## src/rtl/alu_mc.sv

```systemverilog
// alu_mc: registered execute-stage ALU with valid/ready handshakes and status flags.
// Define ALU_MC_MDU_EN to build the iterative RV32M multiply/divide unit; otherwise ops 10-17 are illegal.
module alu_mc #(
    parameter int WIDTH = 32,
    parameter int SHW   = $clog2(WIDTH)
) (
    input  logic             clk,
    input  logic             rst_n,
    input  logic             flush,
    input  logic             in_valid,
    output logic             in_ready,
    input  logic [4:0]       op,
    input  logic [WIDTH-1:0] a,
    input  logic [WIDTH-1:0] b,
    output logic             out_valid,
    input  logic             out_ready,
    output logic [WIDTH-1:0] result,
    output logic [1:0]       status,
    output logic             illegal
);
    localparam logic [4:0] OP_ADD  = 5'h00, OP_SUB    = 5'h01, OP_AND   = 5'h02, OP_OR    = 5'h03;
    localparam logic [4:0] OP_XOR  = 5'h04, OP_SLL    = 5'h05, OP_SRL   = 5'h06, OP_SRA   = 5'h07;
    localparam logic [4:0] OP_SLT  = 5'h08, OP_SLTU   = 5'h09, OP_MUL   = 5'h10, OP_MULH  = 5'h11;
    localparam logic [4:0] OP_MULHSU = 5'h12, OP_MULHU = 5'h13, OP_DIV  = 5'h14, OP_DIVU  = 5'h15;
    localparam logic [4:0] OP_REM  = 5'h16, OP_REMU   = 5'h17;

    typedef enum logic [1:0] {IDLE = 2'd0, BUSY = 2'd1, DONE = 2'd2} state_t;

    state_t           r_state;
    logic             r_out_valid;
    logic [WIDTH-1:0] r_result;
    logic [1:0]       r_status;
    logic             r_illegal;

    logic             w_accept;
    logic [WIDTH:0]   w_sum;
    logic [WIDTH:0]   w_diff;
    logic             w_lt;
    logic [SHW-1:0]   w_sh;
    logic [WIDTH-1:0] w_res;
    logic             w_carry;
    logic             w_ill;
    logic             w_multi;

    assign in_ready  = rst_n && ((r_state == IDLE) || ((r_state == DONE) && out_ready));
    assign w_accept  = in_valid && in_ready;
    assign out_valid = r_out_valid;
    assign result    = r_result;
    assign status    = r_status;
    assign illegal   = r_illegal;

    assign w_sum  = {1'b0, a} + {1'b0, b};
    assign w_diff = {1'b0, a} - {1'b0, b};
    assign w_lt   = $signed(a) < $signed(b);
    assign w_sh   = b[SHW-1:0];

`ifdef ALU_MC_MDU_EN
    localparam logic [SHW:0] CNT_LAST = (SHW+1)'(WIDTH);
    localparam logic [SHW:0] CNT_ONE  = (SHW+1)'(1);

    logic [WIDTH-1:0]   r_hi, r_lo, r_m;
    logic [4:0]         r_op;
    logic               r_neg;
    logic [SHW:0]       r_cnt;

    logic               w_b_zero, w_ovf, w_a_sgn, w_b_sgn, w_a_neg, w_b_neg, w_neg;
    logic [WIDTH-1:0]   w_a_mag, w_b_mag, w_q, w_r, w_fix;
    logic [WIDTH:0]     w_mul_sum, w_trial;
    logic [2*WIDTH-1:0] w_prod;

    assign w_b_zero = (b == {WIDTH{1'b0}});
    assign w_ovf    = (a == {1'b1, {(WIDTH-1){1'b0}}}) && (b == {WIDTH{1'b1}});
    assign w_a_sgn  = (op == OP_MULH) || (op == OP_MULHSU) || (op == OP_DIV) || (op == OP_REM);
    assign w_b_sgn  = (op == OP_MULH) || (op == OP_DIV) || (op == OP_REM);
    assign w_a_neg  = w_a_sgn & a[WIDTH-1];
    assign w_b_neg  = w_b_sgn & b[WIDTH-1];
    assign w_a_mag  = w_a_neg ? -a : a;
    assign w_b_mag  = w_b_neg ? -b : b;
    // Remainder follows the dividend's sign; product and quotient follow the sign product.
    assign w_neg    = (op == OP_REM) ? w_a_neg : (w_a_neg ^ w_b_neg);

    assign w_mul_sum = {1'b0, r_hi} + {1'b0, (r_lo[0] ? r_m : {WIDTH{1'b0}})};
    assign w_trial   = {r_hi, r_lo[WIDTH-1]} - {1'b0, r_m};
    assign w_prod    = r_neg ? -{r_hi, r_lo} : {r_hi, r_lo};
    assign w_q       = r_neg ? -r_lo : r_lo;
    assign w_r       = r_neg ? -r_hi : r_hi;

    // Final sign-corrected M-extension result selection.
    always_comb begin
        w_fix = {WIDTH{1'b0}};
        case (r_op)
            OP_MUL:                       w_fix = w_prod[WIDTH-1:0];
            OP_MULH, OP_MULHSU, OP_MULHU: w_fix = w_prod[2*WIDTH-1:WIDTH];
            OP_DIV, OP_DIVU:              w_fix = w_q;
            OP_REM, OP_REMU:              w_fix = w_r;
            default:                      w_fix = {WIDTH{1'b0}};
        endcase
    end
`endif

    // Single-cycle result, flags, and multi-cycle dispatch decision.
    always_comb begin
        w_res   = {WIDTH{1'b0}};
        w_carry = 1'b0;
        w_ill   = 1'b0;
        w_multi = 1'b0;
        case (op)
            OP_ADD:  begin w_res = w_sum[WIDTH-1:0];  w_carry = w_sum[WIDTH];  end
            OP_SUB:  begin w_res = w_diff[WIDTH-1:0]; w_carry = w_diff[WIDTH]; end
            OP_AND:  w_res = a & b;
            OP_OR:   w_res = a | b;
            OP_XOR:  w_res = a ^ b;
            OP_SLL:  w_res = a << w_sh;
            OP_SRL:  w_res = a >> w_sh;
            OP_SRA:  w_res = $unsigned($signed(a) >>> w_sh);
            OP_SLT:  begin w_res = {{(WIDTH-1){1'b0}}, w_lt};        w_carry = w_lt;         end
            OP_SLTU: begin w_res = {{(WIDTH-1){1'b0}}, w_diff[WIDTH]}; w_carry = w_diff[WIDTH]; end
`ifdef ALU_MC_MDU_EN
            OP_MUL, OP_MULH, OP_MULHSU, OP_MULHU: w_multi = 1'b1;
            OP_DIV:  begin
                w_res   = w_b_zero ? {WIDTH{1'b1}} : a;
                w_multi = !w_b_zero && !w_ovf;
            end
            OP_DIVU: begin w_res = {WIDTH{1'b1}}; w_multi = !w_b_zero; end
            OP_REM:  begin
                w_res   = w_b_zero ? a : {WIDTH{1'b0}};
                w_multi = !w_b_zero && !w_ovf;
            end
            OP_REMU: begin w_res = a; w_multi = !w_b_zero; end
`endif
            default: w_ill = 1'b1;
        endcase
    end

    // Control FSM with registered result, status and illegal outputs.
    always_ff @(posedge clk) begin
        if (!rst_n) begin
            r_state     <= IDLE;
            r_out_valid <= 1'b0;
            r_result    <= {WIDTH{1'b0}};
            r_status    <= 2'b00;
            r_illegal   <= 1'b0;
        end else if (flush) begin
            r_state     <= IDLE;
            r_out_valid <= 1'b0;
        end else begin
            case (r_state)
                IDLE, DONE: begin
                    if (w_accept && w_multi) begin
`ifdef ALU_MC_MDU_EN
                        r_op  <= op;
                        r_hi  <= {WIDTH{1'b0}};
                        r_lo  <= w_a_mag;
                        r_m   <= w_b_mag;
                        r_neg <= w_neg;
                        r_cnt <= {(SHW+1){1'b0}};
`endif
                        r_state     <= BUSY;
                        r_out_valid <= 1'b0;
                    end else if (w_accept) begin
                        r_state     <= DONE;
                        r_out_valid <= 1'b1;
                        r_result    <= w_res;
                        r_status    <= {w_carry, (w_res == {WIDTH{1'b0}})};
                        r_illegal   <= w_ill;
                    end else if (out_ready) begin
                        r_state     <= IDLE;
                        r_out_valid <= 1'b0;
                    end
                end
`ifdef ALU_MC_MDU_EN
                BUSY: begin
                    if (r_cnt != CNT_LAST) begin
                        r_cnt <= r_cnt + CNT_ONE;
                        if (r_op[2]) begin
                            r_hi <= w_trial[WIDTH] ? {r_hi[WIDTH-2:0], r_lo[WIDTH-1]} : w_trial[WIDTH-1:0];
                            r_lo <= {r_lo[WIDTH-2:0], ~w_trial[WIDTH]};
                        end else begin
                            r_hi <= w_mul_sum[WIDTH:1];
                            r_lo <= {w_mul_sum[0], r_lo[WIDTH-1:1]};
                        end
                    end else begin
                        r_state     <= DONE;
                        r_out_valid <= 1'b1;
                        r_result    <= w_fix;
                        r_status    <= {1'b0, (w_fix == {WIDTH{1'b0}})};
                        r_illegal   <= 1'b0;
                    end
                end
`endif
                default: begin
                    r_state     <= IDLE;
                    r_out_valid <= 1'b0;
                end
            endcase
        end
    end
endmodule

```

## config.mk

```make
export PLATFORM = sky130hd
export DESIGN_NAME = alu_mc
export DESIGN_NICKNAME = d
export VERILOG_FILES = /design/src/rtl/alu_mc.sv
export SDC_FILE = /design/constraint.sdc
export NUM_CORES = 1
export LEC_CHECK = 0
export CELL_PAD_IN_SITES_DETAIL_PLACEMENT = 1
export CELL_PAD_IN_SITES_GLOBAL_PLACEMENT = 1
export CORE_AREA = 2 2 197 199
export CTS_BUF_LIST = sky130_fd_sc_hd__clkbuf_16
export CTS_CLUSTER_DIAMETER = 80
export DETAILED_ROUTE_END_ITERATION = 7
export DIE_AREA = 0 0 199 201
export GPL_TIMING_DRIVEN = 0
export PLACE_DENSITY_LB_ADDON = 0.08
export SYNTH_ARGS = -nofsm -noshare
export SYNTH_HDL_FRONTEND = slang
export SYNTH_SLANG_ARGS = --single-unit
```

## constraint.sdc

```tcl
create_clock -name clk -period 8.45 [get_ports clk]
set_input_delay 1.2675 -clock clk [delete_from_list [all_inputs] [get_ports clk]]
set_output_delay 1.2675 -clock clk [all_outputs]
set_load 0.02 [all_outputs]
```

### Word level (Yosys, flattened, before mapping)

Index checks and enable logic that the tools add are counted.
Widths: inputs -> output; s select.

* $add $sub $neg: 2
* multiply operators: 0
* divide/modulo/power cells: 0
* $lt $le $gt $ge: 1
* equality and inequality tests: 9
* shift operators: 3
* muxes and demuxes: 7
* bitwise logic cells: 6
* reductions and logical operators: 13

Operators by type and width (count)
* $pmux 32 s10: 1
* $add 32x32->33: 1
* $sub 32x32->33: 1
* $and 32x32->32: 1
* $logic_not 32->1: 1
* $lt 32x32->1: 1
* $or 32x32->32: 1
* $shl 32x5->32: 1
* $shr 32x5->32: 1
* $sshr 32x5->32: 1
* $xor 32x32->32: 1
* $eq 5x3->1 const B: 4
* $eq 5x2->1 const B: 2
* $eq 5x4->1 const B: 2
* $reduce_or 10->1: 1
* $eq 5x1->1 const B: 1
* $logic_not 5->1: 1
* $mux 2: 2
* $reduce_or 2->1: 2
* $logic_and 1x1->1: 3
* $mux 1: 3
* $not 1->1: 3
* $pmux 1 s3: 1
* $reduce_and 3->1: 1
* 4 further kinds: 4

* register bits after elaboration: 37
* bits in latches: 0
* bits in writable memories: 0
* memory bits (read-only): 0
* bits of input ports: 74
* output and inout port bits: 37
* logic and storage cells: 46
* memories: 0

### Depth between registers and ports, before layout

* depth in word-level cells: 5
* gate-level depth with buffers: 19
* depth with buffers taken out: 15

### Worst setup path before layout

OpenSTA, ideal clock, no wires.

* path kind: input port to flip-flop
* start: in b[1]
* end: reg r_status[0] (netlist: status[0])
* setup time: 0.087 ns
* data arrival time: 6.430 ns
* data required time: 8.363 ns
* setup slack: 1.933 ns
* stages: 18
* buffers on the path: 5
* cell sequence: buf_2 -> inv_2 -> buf_2 -> buf_1 -> clkbuf_1 -> buf_1 -> ha_1 -> a211oi_1 -> nor2_1 -> o31a_1 -> a221o_1 -> a2111oi_1 -> nand4_1 -> a2111oi_2 -> nand4_1 -> or4_1 -> or4_1 -> o31ai_1

* word-level cells in the longest chain between the ends: 3
* elaborated cells on any way between the ends: 11
* classes of those cells: add/sub (2); order compare (1); shift (3); mux (1); bitwise (3); reduce/logical (1)

RTL lines
* start: declaration: RTL line 14 `input logic [WIDTH-1:0] b,`
* $sub 32x32->33 (tied with other cells): RTL line 53 `assign w_diff = {1'b0, a} - {1'b0, b};`
* $pmux 32 s10 *: RTL line 107 `case (op)`
* $logic_not 32->1 *: RTL line 164 `r_status <= {w_carry, (w_res == {WIDTH{1'b0}})};`
* end signal: assignment: RTL line 164
* end: declaration: RTL line 32 `logic [1:0] r_status;`

Mark *: on every way between the ends. The rest lies on a longest branch, timed or not.
A chain may end at the register's enable or synchronous reset.

### Worst setup path after layout

* start: in b[0]
* end: reg r_status[0] (netlist: status[0])

Same word-level chain as after synthesis.

==> impl_metrics.py <==
metrics = {
    "outcome": {
        "status": "finished, final reports clean",
    },
    "timing": {
        "slew_violations": 0,
        "hold_viol": 0,
        "setup_viol": 0,
        "fin_crit_ns": 8.34,
        "finalCritPeriodShare_pct": 98.7,
        "tightest_slew_ns": 1.45,
        "setup_tns_ns": 0,
        "timing.final.ws_setup_ns": 0.112,
        "relSlewSlack_pct": 2.76,
        "final.setup_skew_ns": 0.00176,
        "max_freq_ghz": 0.120,
        "rsz0062_at_grt": "no",
    },
    "critical_path": {
        "worst_ep_required_time_ns": 8.65,
        "crit_type": "in2reg",
        "crit_family": "buffers and inverters",
        "crit_path_max_incr_delay_ns": 0.59,
        "cp-end-kind": "flop",
        "crit_chain": "clkdlybuf4s50_1 > buf_6 > buf_4 > buf_2 > buf_2 > buf_2 > buf_2 > inv_1 > ha_1 > mux2_2 > a21oi_2 > o221ai_1 > a211oi_4 > nand4_1 > a2111oi_2 > nand4_1 > or4_1 > or4_1 > o31ai_1",
        "r2r_slack_ns": 3.77,
        "cp.arrival_ns": 8.54,
        "slowest_stage": "a2111oi_2",
        "path_max_fanout": 10,
        "r2r_end": "status[0]$_SDFFE_PN0P_",
        "cpMostUsedCell": "buf_2",
        "regToRegStartpoint": "r_state[1]$_SDFFE_PP0P_",
        "rr_worst_depth": 11,
        "critPathBufInv": 8,
        "cp_num_cells": 19,
        "start_kind": "input port",
    },
    "synthesis": {
        "syn_nets": 1750,
        "ys_seq_elements": 36,
        "synth_enable_flop_cells": 0,
        "avgSynthCellArea_sq_um": 7.11,
        "synth-seq-area-share_pct": 6.44,
        "synth_top_flop_cell": "dfxtp_1",
        "netlist_area_sq_mm": 0.0112,
        "async_reset_ff_share_pct": 0,
        "yosysUniqueCellTypes": 84,
        "yosys_warnings": 0,
        "synthCells": 1576,
    },
    "cts": {
        "cts_inserted_buffers": 5,
        "clk_path_buf_depth": 2,
        "postCtsSetupBuffers": 0,
        "clkTransAtPathRegs_ns": 0.05,
        "htreeDepth": 2,
        "cts_tree": "done",
        "cts_root_buffer": "clkbuf_16",
        "cts.sinks": 36,
        "clock_latency_ns": 0.28,
    },
    "grt": {
        "grt_max_degree": 20,
        "grt_usage_pct": 37.0,
        "grt_pass1_vias": 14200,
        "grt_use_met1_pct": 48.8,
        "gr-total-overflow": 0,
        "top_usage_layer": "met2",
        "grt_pass1_wl_microns": 107000,
        "antenna_found_initial": 3,
        "grtUsageMet2_pct": 60.3,
        "grt_use_met3_pct": 4.75,
    },
    "drt": {
        "routedWlPerCell_microns": 34.2,
        "first_iter_violations": 1650,
        "via_per_inst": 6.59,
        "drtAntennaViolNets": 0,
        "drcViolationCount": 0,
        "routed_wl_microns": 75600,
        "vias": 14500,
        "dr.pass1.iters": 5,
    },
    "placement": {
        "portBuffers": 108,
        "placed_cell_area_sq_mm": 0.0129,
        "post-place-ws_ns": -1.52,
        "place_hpwl_microns": 62300,
        "gp_congestion": 1.09,
    },
    "floorplan": {
        "start_util_pct": 29.4,
        "die_w_microns": 199,
        "die_h_microns": 201,
        "num_rows": 72,
        "core-area_sq_mm": 0.0381,
        "io_pins": 111,
        "dieArea_sq_mm": 0.0400,
    },
    "worst_hold_path": {
        "holdPathEnd": "result[26]$_SDFFE_PN0P_",
        "hold-path-cell-count": 2,
        "min_path_type": "reg2reg",
        "min_from": "result[26]$_SDFFE_PN0P_",
    },
    "power": {
        "vdd_drop_max_uv": 85.9,
        "p_leak_uw": 0.00499,
        "power_density_mw_per_mm2": 91.6,
    },
    "finish": {
        "area_delta_synth_final_pct": 17.4,
        "fin_util_pct": 34.5,
        "final_nets": 1864,
        "fin_area_sq_mm": 0.0131,
        "drive_gt1_share_pct": 8.40,
    },
    "job": {
        "maxCapViolations": 0,
    },
}
kinds of logic (layout without fill, tap and decap cells):
kind of cell    Yosys count  after routing  share of synthesized area (%)
compound gates          525            525                           32.3
xor+xnor                  8              8                          0.626
fa+ha+maj               100            100                           11.3
buf+inv                 226            340                           7.88
flops                    36             36                           6.44
mux                     146            146                           18.5
other cells               0              1                              0
simple gates            535            535                           22.9
where the power goes:
group / switching [uW] / internal (uW)
logic: 571 / 279
clock network: 67.0 / 105
registers: 3.69 / 178
layout make-up:
class,count,area [sq um]
clock buffers,5,125
flip-flops and latches,36,721
well taps,518,648
multi-input cells,1314,9650
diodes,1,2.50
repair buffers,109,1090
plain buffers,123,512
clock inverters,2,7.51
fillers,4751,25000
inverters,101,379
state kept, by name (all words and copies together), names as in the netlist:
register and flops:
status 2, r_state 1, result 32, illegal 1
cells in the final DEF (no fill, tap or decap), drive strengths merged, types with 12 or more instances in the layout:
master / netlist / layout
nand3: 33 / 33
o221ai: 17 / 17
nor2b: 23 / 23
nand2b: 16 / 16
mux4: 44 / 44
clkdlybuf4s50: 0 / 108
a21oi: 102 / 102
nor3: 56 / 56
o21ai: 95 / 95
inv: 100 / 100
a21o: 17 / 17
a22oi: 13 / 13
mux2i: 59 / 59
nand2: 133 / 133
o31ai: 12 / 12
nor4: 23 / 23
o211ai: 30 / 30
o22ai: 23 / 23
buf: 34 / 30
dfxtp: 36 / 36
o2111ai: 12 / 12
a221oi: 14 / 14
nor2: 165 / 165
a2111oi: 18 / 18
a211oi: 45 / 45
clkbuf: 91 / 98
nand4: 16 / 16
a31oi: 19 / 19
ha: 98 / 98
mux2: 43 / 43
cell usage after synthesis (all sizes together) (14+ instances only):
master | n | area [sq um]
nor3 | 56 | 280
a21oi | 102 | 510
a221oi | 14 | 123
nand4 | 16 | 100
buf | 34 | 161
nand2b | 16 | 100
o211ai | 30 | 225
nand2 | 133 | 499
mux2i | 59 | 591
nor2 | 165 | 619
o221ai | 17 | 149
nor4 | 23 | 150
a21o | 17 | 128
a31oi | 19 | 119
mux4 | 44 | 991
a211oi | 45 | 338
nand3 | 33 | 165
clkbuf | 91 | 342
a2111oi | 18 | 165
nor2b | 23 | 144
o22ai | 23 | 144
inv | 100 | 375
mux2 | 43 | 492
o21ai | 95 | 475
dfxtp | 36 | 721
ha | 98 | 1230
per-stage QoR:
| stage | hold slack, ns | total power (uW) | cells |
|---|---|---|---|
| final | 0.456 | 1200 | 2209 |
| after global routing | 0.471 | 1250 | 2208 |
| after CTS | 0.460 | 1180 | 2209 |
| after detailed placement | 0.452 | 997 | 2203 |
| after global placement | 0.440 | 995 | 2202 |
| after floorplan | 0.530 | 655 | 1576 |
how the worst max path moves through the flow:
stage	endpoint	start
6_report	status[0]$_SDFFE_PN0P_	b[0]
5_1_grt	status[0]$_SDFFE_PN0P_	b[1]
4_1_cts	status[0]$_SDFFE_PN0P_	b[0]
3_5_place_dp	status[0]$_SDFFE_PN0P_	b[1]
3_3_place_gp	status[0]$_SDFFE_PN0P_	b[1]
2_1_floorplan	status[0]$_SDFFE_PN0P_	b[1]
tightest hold or removal path, delay by kind of cell, from the launching register on:
family	cells	cell delay [ns]
simple gates	1	0.05
flops	1	0.30
compound gates	1	0.05
routing by layer:
layer  share of wire, %  wire length, microns
met5              0.017                    13
met4                5.3                  4000
met3                7.5                  5670
met2                 46                 34400
met1                 42                 31500
repair_timing:
item | CTS | global route
resized for setup | 11 | 7
pin swaps | 0 | 1
setup endpoints to repair | 3 | 1
hold buffers | 0 | 0
Power figures use the tool's default switching activity.
